==> config.mk <==
export PLATFORM = sky130hd
export DESIGN_NAME = rect_painter
export DESIGN_NICKNAME = d
export VERILOG_FILES = /design/src/rtl/game_pkg.sv /design/src/rtl/rect_painter_xy_counter.sv /design/src/rtl/rect_painter.sv
export SDC_FILE = /design/constraint.sdc
export NUM_CORES = 1
export LEC_CHECK = 0
export CELL_PAD_IN_SITES_DETAIL_PLACEMENT = 1
export CELL_PAD_IN_SITES_GLOBAL_PLACEMENT = 1
export CORE_ASPECT_RATIO = 0.75
export CORE_MARGIN = 2
export CORE_UTILIZATION = 44
export CTS_BUF_LIST = sky130_fd_sc_hd__clkbuf_8
export CTS_CLUSTER_DIAMETER = 40
export DETAILED_ROUTE_END_ITERATION = 8
export GPL_ROUTABILITY_DRIVEN = 0
export PLACE_DENSITY = 0.84
export SYNTH_ARGS = -nofsm -noshare
export SYNTH_HDL_FRONTEND = slang
export SYNTH_SLANG_ARGS = --single-unit
==> constraint.sdc <==
create_clock -name clk -period 6.23 [get_ports clk]
set_clock_uncertainty 0.15 [all_clocks]
set_input_delay 0.623 -clock clk [delete_from_list [all_inputs] [get_ports clk]]
set_output_delay 0.623 -clock clk [all_outputs]
set_load 0.02 [all_outputs]
==> src/rtl/game_pkg.sv <==
// Shared game types and constants: painter state encoding,
// visible screen size and the palette used by the controller.
package game_pkg;

    typedef enum logic [1:0] {
        IDLE,
        PAINT,
        DONE
    } painter_state_t;

    localparam int SCREEN_W = 160;
    localparam int SCREEN_H = 120;

    localparam logic [2:0] COL_BLACK = 3'b000;
    localparam logic [2:0] COL_WHITE = 3'b111;
    localparam logic [2:0] COL_P1    = 3'b100;
    localparam logic [2:0] COL_P2    = 3'b001;

endpackage

==> src/rtl/rect_painter_xy_counter.sv <==
// Nested column/row offset counter for the rectangle walk.
// col_next/row_next give the offsets that will be held after this edge.
module xy_counter #(
    parameter int CW = 8,
    parameter int RW = 7
) (
    input  logic          clk,
    input  logic          reset,
    input  logic          load,
    input  logic          en,
    input  logic [CW-1:0] col_max,
    input  logic [RW-1:0] row_max,
    output logic [CW-1:0] col_next,
    output logic [RW-1:0] row_next,
    output logic          last
);

    logic [CW-1:0] col;
    logic [RW-1:0] row;

    always_comb begin
        col_next = col;
        row_next = row;
        if (load) begin
            col_next = '0;
            row_next = '0;
        end else if (en) begin
            if (col == col_max) begin
                col_next = '0;
                row_next = row + RW'(1);
            end else begin
                col_next = col + CW'(1);
            end
        end
    end

    assign last = (col == col_max) && (row == row_max);

    always_ff @(posedge clk or posedge reset) begin
        if (reset) begin
            col <= '0;
            row <= '0;
        end else begin
            col <= col_next;
            row <= row_next;
        end
    end

endmodule

==> src/rtl/rect_painter.sv <==
// Rectangle / full-screen pixel walker feeding the VGA adapter,
// one pixel per clock, with off-screen pixels suppressed.
module rect_painter #(
    parameter int X_W      = 8,
    parameter int Y_W      = 7,
    parameter int COLOUR_W = 3,
    parameter int SCREEN_W = game_pkg::SCREEN_W,
    parameter int SCREEN_H = game_pkg::SCREEN_H
) (
    input  logic                clk,
    input  logic                reset,
    input  logic                start,
    input  logic                fill_screen,
    input  logic [X_W-1:0]      x_init,
    input  logic [Y_W-1:0]      y_init,
    input  logic [X_W-1:0]      width,
    input  logic [Y_W-1:0]      height,
    input  logic [COLOUR_W-1:0] colour_in,
    output logic                busy,
    output logic                done,
    output logic [X_W-1:0]      x_out,
    output logic [Y_W-1:0]      y_out,
    output logic [COLOUR_W-1:0] colour_out,
    output logic                plot
);

    import game_pkg::*;

    painter_state_t state;

    logic [X_W-1:0] x_op, w_op, x_eff, w_eff, x_base;
    logic [Y_W-1:0] y_op, h_op, y_eff, h_eff, y_base;
    logic [X_W-1:0] col_next;
    logic [Y_W-1:0] row_next;
    logic [X_W:0]   x_sum;
    logic [Y_W:0]   y_sum;
    logic           accept, empty, last, cnt_en, visible;

    assign x_eff = fill_screen ? '0 : x_init;
    assign y_eff = fill_screen ? '0 : y_init;
    assign w_eff = fill_screen ? X_W'(SCREEN_W) : width;
    assign h_eff = fill_screen ? Y_W'(SCREEN_H) : height;

    assign accept = (state == IDLE) && start;
    assign empty  = (w_eff == '0) || (h_eff == '0);
    assign cnt_en = (state == PAINT) && !last;

    // In the accept cycle the operand registers are not loaded yet.
    assign x_base = (state == IDLE) ? x_eff : x_op;
    assign y_base = (state == IDLE) ? y_eff : y_op;

    assign x_sum = {1'b0, x_base} + {1'b0, col_next};
    assign y_sum = {1'b0, y_base} + {1'b0, row_next};

    assign visible = (x_sum < (X_W+1)'(SCREEN_W))
                  && (y_sum < (Y_W+1)'(SCREEN_H));

    xy_counter #(
        .CW (X_W),
        .RW (Y_W)
    ) u_cnt (
        .clk      (clk),
        .reset    (reset),
        .load     (accept),
        .en       (cnt_en),
        .col_max  (w_op - X_W'(1)),
        .row_max  (h_op - Y_W'(1)),
        .col_next (col_next),
        .row_next (row_next),
        .last     (last)
    );

    always_ff @(posedge clk or posedge reset) begin
        if (reset) begin
            state      <= IDLE;
            x_op       <= '0;
            y_op       <= '0;
            w_op       <= '0;
            h_op       <= '0;
            busy       <= 1'b0;
            done       <= 1'b0;
            plot       <= 1'b0;
            x_out      <= '0;
            y_out      <= '0;
            colour_out <= '0;
        end else begin
            unique case (state)
                IDLE: begin
                    done <= 1'b0;
                    plot <= 1'b0;
                    busy <= 1'b0;
                    if (start) begin
                        x_op <= x_eff;
                        y_op <= y_eff;
                        w_op <= w_eff;
                        h_op <= h_eff;
                        if (empty) begin
                            state <= DONE;
                            done  <= 1'b1;
                        end else begin
                            state      <= PAINT;
                            busy       <= 1'b1;
                            plot       <= visible;
                            x_out      <= x_sum[X_W-1:0];
                            y_out      <= y_sum[Y_W-1:0];
                            colour_out <= colour_in;
                        end
                    end
                end
                PAINT: begin
                    if (last) begin
                        state <= DONE;
                        busy  <= 1'b0;
                        plot  <= 1'b0;
                        done  <= 1'b1;
                    end else begin
                        plot  <= visible;
                        x_out <= x_sum[X_W-1:0];
                        y_out <= y_sum[Y_W-1:0];
                    end
                end
                DONE: begin
                    state <= IDLE;
                    done  <= 1'b0;
                end
                default: state <= IDLE;
            endcase
        end
    end

endmodule

; ---- Yosys cells after proc, flatten, opt, wreduce, memory -nomap -nowiden
; Cells that the tools add are included.
[totals]
wordCells = 83
out_inout_bits = 21
in_bits = 37
register_bits = 68
[classes]
n_addsub = 6
mux = 36
eq_ne = 8
bitwise_logic = 1
reduce_logical = 17
n_lt_le_gt_ge = 2
[op_table]
columns = op, n
row1 = 2-to-1 mux 8 bit, 9
row2 = 2-to-1 mux 7 bit, 9
row3 = case mux 8 bit (2 select lines), 1
row4 = case mux 7 bit (2 select lines), 1
row5 = adder 8 x 8 -> 9 bit, 1
row6 = "< comparator 9 x 8 -> 1 bit, second input constant", 1
row7 = 2-to-1 mux 1 bit, 9
row8 = adder 7 x 7 -> 8 bit, 1
row9 = "adder 8 x 1 -> 8 bit, second input constant", 1
row10 = equality test 8 bit, 1
row11 = logical NOT 8 bit, 1
row12 = "< comparator 8 x 7 -> 1 bit, second input constant", 1
row13 = "!= test 2 bit, second input constant", 4
row14 = AND reduction 2 bit, 4
row15 = "subtractor 8 x 1 -> 8 bit, second input constant", 1
row16 = "adder 7 x 1 -> 7 bit, second input constant", 1
row17 = equality test 7 bit, 1
row18 = logical NOT 7 bit, 1
row19 = "subtractor 7 x 1 -> 7 bit, second input constant", 1
row20 = 2-to-1 mux 2 bit, 3
row21 = logical AND 1 bit, 4
row22 = case mux 1 bit (2 select lines), 2
row23 = case mux 2 bit (2 select lines), 1
row24 = AND reduction 4 bit, 1
row25 = other kinds (10), 10

; ---- Longest topological paths before layout
; Gate-level depths: netlist of the first run.
[logic_depth]
ltp_word = 13
depth_mapped = 19
depth_no_buf = 19

; ---- By module
; From an unflattened synthesis of the first run, not the netlist that was laid out.
[hier_totals]
cells_unflattened = 433
hier_area_um2 = 4201.5
[by_module_without_submodules]
columns = mod, n_inst, area_per_inst_um2, seq_area_each_um2, cells_each
row1 = rect_painter, 1, 3274.4, 1326.3, 336
row2 = xy_counter, 1, 927.1, 375.4, 97

; ---- Worst setup path before layout of the first run
; OpenSTA, ideal clock, no wires.
[synth_timing]
kind = flip-flop to flip-flop
start = register w_op[0]
end = register plot
t_required_ps = 6002
stages_incl_launch_ff = 17
setup_time_ps = 78
synth_period_minus_slack_ps = 4308
setup_slack_ps = 1922
arrival_time_ps = 4080
n_path_buf = 0
cell_sequence = dfrtp_1 > inv_1 > ha_1 > xnor2_1 > or3_1 > a2111oi_4 > o211ai_2 > mux2i_1 > or2_2 > fa_1 > nand2b_1 > o2bb2ai_1 > xnor2_1 > and3_1 > a2111oi_0 > nand3_1 > a21oi_1
[synth_via]
elab_chain_len = 13
elab_cells_between_ends = 20
cone_classes = add/sub (3) / order compare (2) / eq/ne (1) / mux (10) / reduce/logical (4)
[synth_lines]
columns = item, line
row1 = from (decl), rect_painter.sv:31  ; logic [X_W-1:0] x_op, w_op, x_eff, w_eff, x_base;
row2 = from (signal assigned), rect_painter.sv:95  ; w_op <= w_eff;
row3 = subtractor 8 x 1 -> 8 bit (*), rect_painter.sv:66  ; .col_max (w_op - X_W'(1)),
row4 = equality test 8 bit (*), "rect_painter_xy_counter.sv:28, rect_painter_xy_counter.sv:37"
row5 = logical AND 1 bit, rect_painter_xy_counter.sv:37  ; assign last = (col == col_max) && (row == row_max);
row6 = logical NOT 1 bit, rect_painter.sv:46  ; assign cnt_en = (state == PAINT) && !last;
row7 = logical AND 1 bit, rect_painter.sv:46
row8 = 2-to-1 mux 8 bit or 2-to-1 mux 7 bit (tied branches), rect_painter_xy_counter.sv:27  ; end else if (en) begin
row9 = 2-to-1 mux 8 bit or 2-to-1 mux 7 bit (tied branches), rect_painter_xy_counter.sv:24  ; if (load) begin
row10 = adder 8 x 8 -> 9 bit or adder 7 x 7 -> 8 bit (tied branches), "rect_painter.sv:52, rect_painter.sv:53"
row11 = < comparator 9 x 8 -> 1 bit or < comparator 8 x 7 -> 1 bit (tied branches), "rect_painter.sv:55, rect_painter.sv:56"
row12 = logical AND 1 bit, rect_painter.sv:56  ; && (y_sum < (Y_W+1)'(SCREEN_H));
row13 = 2-to-1 mux 1 bit, rect_painter.sv:97  ; if (empty) begin
row14 = 2-to-1 mux 1 bit, rect_painter.sv:92  ; if (start) begin
row15 = case mux 1 bit (2 select lines) (*), rect_painter.sv:87  ; unique case (state)
row16 = to (signal assigned), rect_painter.sv:103  ; plot <= visible;
row17 = to (signal assigned), rect_painter.sv:117  ; plot <= visible;
row18 = to (decl), rect_painter.sv:24  ; output logic plot
; Every way passes the cells marked *; elsewhere a longest branch is shown, timed or not.
; A chain may end at the register's enable or synchronous reset.

; ---- Worst setup path in the final report of the first run
[layout_timing]
start = register state[1]
end = register plot
[layout_via]
elab_chain_len = 10
elab_cells_between_ends = 20
cone_classes = add/sub (2) / order compare (2) / eq/ne (1) / mux (10) / reduce/logical (5)
[layout_lines]
columns = item, line
row1 = from (decl), rect_painter.sv:29  ; painter_state_t state;
row2 = from (signal assigned), rect_painter.sv:75  ; state <= IDLE;
row3 = from (signal assigned), rect_painter.sv:98  ; state <= DONE;
row4 = from (signal assigned), rect_painter.sv:101  ; state <= PAINT;
row5 = equality test 2 x 1 -> 1 bit, rect_painter.sv:46
row6 = logical AND 1 bit, rect_painter.sv:46
row7 = 2-to-1 mux 7 bit, rect_painter_xy_counter.sv:27
row8 = 2-to-1 mux 7 bit (*), rect_painter_xy_counter.sv:24
row9 = named net row_next[1], rect_painter.sv:34  ; logic [Y_W-1:0] row_next;
row10 = adder 7 x 7 -> 8 bit (*), rect_painter.sv:53  ; assign y_sum = {1'b0, y_base} + {1'b0, row_next};
row11 = < comparator 8 x 7 -> 1 bit (*), rect_painter.sv:56
row12 = logical AND 1 bit (*), rect_painter.sv:56
row13 = 2-to-1 mux 1 bit, rect_painter.sv:97
row14 = 2-to-1 mux 1 bit, rect_painter.sv:92
row15 = case mux 1 bit (2 select lines) (*), rect_painter.sv:87
; The timed path passes the listed nets; every way through them passes the cells marked *.

==> results.sh, run 1 <==
export IMPL_clock_fmax_mhz=195
export IMPL_antenna_left=0
export IMPL_power_leakage_uw=0.00228
export IMPL_r2r_cells=14
export IMPL_tightest_slew_ns=1.05
export IMPL_cts_buffers=9
export IMPL_clock_root_buffer="clkbuf_8"
export IMPL_path_class="flip-flop to flip-flop"
export IMPL_first_pass_iters=5
export IMPL_place_hpwl_mm=9.08
export IMPL_grt_pass1_wl_mm=21.3
export IMPL_routed_wirelength_mm=12.6
export IMPL_cp_start_kind="flip-flop"
export IMPL_htree_levels=3
export IMPL_synth_seq_cells=68
export IMPL_ys_seq_area_frac=0.389
export IMPL_drcViolationCount=0
export IMPL_drive_gt1_frac=0.0985
export IMPL_r2r_slack_ns=1.10
export IMPL_syn_nets=534
export IMPL_fin_cells=660
export IMPL_grt_overflow_total=0
export IMPL_cts_hold_buf=0
export IMPL_timing_rr_start="state[1]"
export IMPL_fin_crit_sh=0.824
export IMPL_worstPathArrival_ns=5.28
export IMPL_cts_resized=0
export IMPL_synth_avg_cell_area_um2=9.26
export IMPL_min_from="x_op[1]"
export IMPL_cap_violations=0
export IMPL_wl_per_cell_um=19.0
export IMPL_yosysTopAreaCell="dfrtp_1"
export IMPL_drt_iter0_markers=177
export IMPL_clkLatencyLatePin_ns=0.36
export IMPL_min_path_type="flip-flop to flip-flop"
export IMPL_grt_start_max_net_pins=69
export IMPL_track_usage=0.249
export IMPL_synth_cells=473
export IMPL_die_x_um=119
export IMPL_setup_tns_ns=0
export IMPL_dr_total_vias=3826
export IMPL_hold_path_depth=2
export IMPL_die_area_um2=10800
export IMPL_min_delay_worst_endpoint="x_op[1]"
export IMPL_final_common_cell="dfrtp_1"
export IMPL_final_cell_mix="dfrtp_1 (68), clkdlybuf4s50_1 (57), o21ai_0 (54)"
export IMPL_fin_nets=584
export IMPL_cts_clk_slew_worst_paths_ns=0.08
export IMPL_core_um2=9660
export IMPL_dp_cells=644
export IMPL_first_global_vias=4162
export IMPL_worst_setup_path_end_kind="flip-flop"
export IMPL_antenna_found_initial=0
export IMPL_num_rows=31
export IMPL_timing_rr_end="plot"
export IMPL_status="finished, final reports clean"
export IMPL_syn_cell_area_um2=4380
export IMPL_hold_viol=0
export IMPL_relSlewSlack=0.302
export IMPL_synth_top_area_frac=0.389
export IMPL_clk_path_buf_depth=2
export IMPL_pwr_density_cell_nw_per_um2=497
export IMPL_port_buffers=57
export IMPL_drv_slew=0
export IMPL_required_ns=6.37
export IMPL_via_per_inst=5.80
export IMPL_synth_async_sr_flop_share=1.00
export IMPL_max_vdd_ir_drop_mv=0.212
export IMPL_synth_flop_cell="dfrtp_1"
export IMPL_initial_utilization=0.453
export IMPL_diodes=0
export IMPL_synth_edf_count=0
export IMPL_cts_sinks=68
export IMPL_synth_area_leaders="dfrtp_1 (39%), ha_1 (6.3%), o21ai_0 (6.2%), nand3b_1 (5.0%), xnor2_1 (4.2%)"
export IMPL_period_minus_slack_ns=5.13
export IMPL_setup_violations=0
export IMPL_synth_cell_type_count=64
export IMPL_final_util=0.549
export IMPL_cts_tree="done"
export IMPL_rsz0062_at_grt="false"
export IMPL_die_h_um=90.4
export IMPL_yosys_warnings=0
export IMPL_syn_to_final_growth_pct=21.2
export IMPL_io_pins=58
export IMPL_cts_setup_buffers=0
export IMPL_worstPathMaxFanout=30
critical path: stages, from the launching register on:
cell	delay, ns
dfrtp_1	0.38
inv_1	0.11
ha_1	0.80
inv_1	0.33
nor2_2	0.64
buf_4	0.41
nor2_1	0.11
ha_1	0.31
a211oi_1	0.35
o21bai_1	0.13
a21oi_1	0.26
xnor2_1	0.13
a2111oi_0	0.60
nand3_1	0.16
a21oi_1	0.18
kinds of logic (layout without fill, tap and decap cells):
family / Yosys count / after routing / synth area share
xor+xnor: 32 / 32 / 0.0640
fa+ha+maj: 24 / 24 / 0.0720
simple gates: 162 / 162 / 0.205
compound gates: 115 / 115 / 0.168
buf+inv: 51 / 106 / 0.0497
mux: 21 / 21 / 0.0526
flops: 68 / 68 / 0.389
area by class of cell:
class	count	area, um2
sequential	68	1700
inverter	29	109
timing repair buffer	61	601
multi-input combinational	354	2460
tap	132	165
fill	1116	4350
clock buffer	13	179
clock inverter	3	90.1
routing by layer:
layer	part of all wire	GRT usage	wire length (um)	up-vias
met5	0	0	0	-
met4	0.011	0.0655	136	0
met3	0.043	0.0537	544	12
met2	0.48	0.416	5970	94
met1	0.47	0.329	5910	1943
li1	-	-	-	1777
registers in the layout (all words and copies together) (netlist names):
name	count
done	1
colour_out	3
w_op	8
h_op	7
u_cnt.col	8
state	2
y_out	7
u_cnt.row	7
y_op	7
x_op	8
busy	1
plot	1
x_out	8
synth_stat cells, drive strengths merged, types with 5 or more instances:
cell type	instances
a21oi	19
buf	5
clkbuf	16
dfrtp	68
ha	22
inv	29
mux2	16
mux2i	5
nand2	35
nand2b	10
nand3	10
nand3b	29
nand4	7
nor2	31
nor3	8
o21ai	54
or3	7
or4	5
xnor2	21
xor2	11
per-stage QoR:
step / hold slack, ns / worst slack [ns] / power [uW] / instance area (um2)
final: 0.344 / 1.10 / 2640 / 5310
after global routing: 0.370 / 0.596 / 2830 / 5310
after CTS: 0.348 / 1.09 / 2650 / 5310
after detailed placement: 0.322 / 1.15 / 2130 / 5040
after global placement: 0.320 / 1.56 / 2050 / 5040
after floorplan: 0.295 / 1.92 / 1700 / 4380
power breakdown:
part           switching, uW  leakage [uW]  total, uW  internal [uW]
logic                    786       0.00128       1370            586
registers                156      0.000870        775            619
clock network            180      0.000136        490            310
total                   1120       0.00228       2640           1510
worst max-delay path by stage:
| stage | from | endpoint | slack [ns] | depth (start not counted) |
|---|---|---|---|---|
| floorplan | w_op[0] | plot | 1.92 | 16 |
| global placement | state[0] | plot | 1.56 | 14 |
| detailed placement | state[1] | plot | 1.15 | 14 |
| CTS | state[1] | plot | 1.09 | 14 |
| global route | state[1] | plot | 0.60 | 14 |
| finish | state[1] | plot | 1.10 | 14 |
Note: power is estimated with default switching activity, not from simulation.
==> run 2, diff against run 1 <==
==> constraint.sdc (replaced) <==
create_clock -name clk -period 5.2 [get_ports clk]
set_clock_uncertainty 0.15 [all_clocks]
set_input_delay 0.52 -clock clk [delete_from_list [all_inputs] [get_ports clk]]
set_output_delay 0.52 -clock clk [all_outputs]
set_load 0.02 [all_outputs]
==> run 2 against run 1 <==
Sequential power grew 19%. Via count is 0.21% lower. Sequential cell count did not move. Highest routed layer unchanged. Largest cell class unchanged. Design area up 0.42%. Critical endpoint unchanged. Hold slack hardly changed. Maximum frequency is 8.3% higher. Total power increased by 17%.
==> results.sh, run 2 (synthesis gave the netlist of run 1 again) <==
export IMPL_worst_setup_path_end_kind="flip-flop"
export IMPL_routed_wirelength_mm=12.4
export IMPL_grt_pass1_wl_mm=21.0
export IMPL_rsz0062_at_grt="false"
export IMPL_syn_to_final_growth_pct=21.7
export IMPL_cts_tree="done"
export IMPL_clk_path_buf_depth=2
export IMPL_cts_hold_buf=0
export IMPL_path_class="flip-flop to flip-flop"
export IMPL_period_minus_slack_ns=4.74
export IMPL_diodes=0
export IMPL_fin_nets=593
export IMPL_htree_levels=3
export IMPL_drv_slew=0
export IMPL_cp_start_kind="flip-flop"
export IMPL_fillers=1104
export IMPL_wl_per_cell_um=18.5
export IMPL_io_pins=58
export IMPL_pwr_density_cell_nw_per_um2=579
export IMPL_setup_tns_ns=0
export IMPL_place_hpwl_mm=9.30
export IMPL_cts_buffers=9
export IMPL_core_um2=9660
export IMPL_final_common_cell="dfrtp_1"
export IMPL_clkLatencyLatePin_ns=0.37
export IMPL_hold_viol=0
export IMPL_tightest_slew_ns=0.721
export IMPL_grt_start_max_net_pins=36
export IMPL_dr_total_vias=3818
export IMPL_max_vdd_ir_drop_mv=0.247
export IMPL_die_area_um2=10800
export IMPL_die_h_um=90.4
export IMPL_power_leakage_uw=0.00230
export IMPL_worstPathMaxFanout=9
export IMPL_grt_overflow_total=0
export IMPL_clock_root_buffer="clkbuf_8"
export IMPL_die_x_um=119
export IMPL_cap_violations=0
export IMPL_track_usage=0.245
export IMPL_cts_sinks=68
export IMPL_worstPathArrival_ns=4.88
export IMPL_antenna_found_initial=0
export IMPL_min_path_type="flip-flop to flip-flop"
export IMPL_fin_crit_sh=0.912
export IMPL_setup_violations=0
export IMPL_drive_gt1_frac=0.114
export IMPL_clock_fmax_mhz=211
export IMPL_drt_iter0_markers=237
export IMPL_via_per_inst=5.71
export IMPL_required_ns=5.34
export IMPL_drcViolationCount=0
export IMPL_cts_clk_slew_worst_paths_ns=0.08
export IMPL_first_pass_iters=5
export IMPL_worst_hold_slack_ns=0.345
export IMPL_final_util=0.552
export IMPL_relSlewSlack=0.519
export IMPL_antenna_left=0
export IMPL_num_rows=31
export IMPL_status="finished, final reports clean"
export IMPL_initial_utilization=0.453
export IMPL_first_global_vias=4162
export IMPL_final_cell_mix="dfrtp_1 (68), clkdlybuf4s50_1 (57), o21ai_0 (54)"
export IMPL_port_buffers=57
## run 2: changes by cell type in the layout (fill, tap and decap cells not counted), sizes merged
cell and delta:
clkinv +2, clkinvlp +1, inv +2, clkbuf -4, bufinv -1, buf +9
## run 2: per-stage QoR
| step | total power [uW] | worst slack, ns | cells | area, um2 |
|---|---|---|---|---|
| 6_report | 3090 | 0.458 | 669 | 5330 |
| 2_1_floorplan | 2040 | 0.892 | 473 | 4380 |
| 5_1_grt | 3330 | 0.112 | 669 | 5330 |
| 3_5_place_dp | 2580 | 0.354 | 650 | 5080 |
| 4_1_cts | 3100 | 0.295 | 666 | 5310 |
| 3_3_place_gp | 2480 | 0.600 | 650 | 5080 |
## run 2: layer usage
layer / part of all wire / wire length (um) / GRT usage / vias up
met3: 0.057 / 711 / 0.0556 / 20
met5: 0 / 0 / 0 / -
li1: - / - / - / 1798
met2: 0.48 / 5910 / 0.408 / 95
met1: 0.45 / 5540 / 0.317 / 1905
met4: 0.018 / 228 / 0.0784 / 0
## run 2: what timing repair did
| action | CTS | global route |
|---|---|---|
| gates resized for setup | 0 | 1 |
| endpoints found under the setup margin | 0 | 1 |
| setup buffers | 0 | 3 |
## run 2: final timing paths
kind                       startpoint       to  slack [ns]  cells after the start
max                           w_op[0]     plot        0.46                     18
min                           x_op[1]  x_op[1]        0.34                      2
max reg2reg                   w_op[0]     plot        0.46                     18
min reg2reg                   x_op[1]  x_op[1]        0.34                      2
max in group asynchronous       reset  w_op[4]        3.53                      3
min in group asynchronous       reset  x_op[0]        0.43                      2
## run 2: worst max-delay path, stage by stage, from the launching register on
cell and delay [ns]:
dfrtp_1 0.43, inv_1 0.08, ha_1 0.31, xnor2_1 0.12
or3_1 0.41, a2111oi_4 0.40, o211ai_2 0.30, xor2_1 0.21
nor2_1 0.18, ha_1 0.21, inv_1 0.06, fa_1 0.39
nand2b_1 0.17, o2bb2ai_1 0.15, xnor2_1 0.16, and3_1 0.16
a2111oi_1 0.48, nand3_1 0.14, a21oi_1 0.17
## run 2: layout make-up
type                    count  area (um2)  area share
clock buffers               9         124      0.0232
clock inverters             7        98.8      0.0185
inverters                  29         109      0.0204
multi-input cells         354        2460       0.462
flip-flops and latches     68        1700       0.319
well taps                 132         165      0.0310
repair buffers             70         668       0.125
## run 2: power breakdown
group	internal (uW)	total [uW]	switching, uW
Clock	273	501	228
Sequential	741	924	182
Combinational	730	1660	931
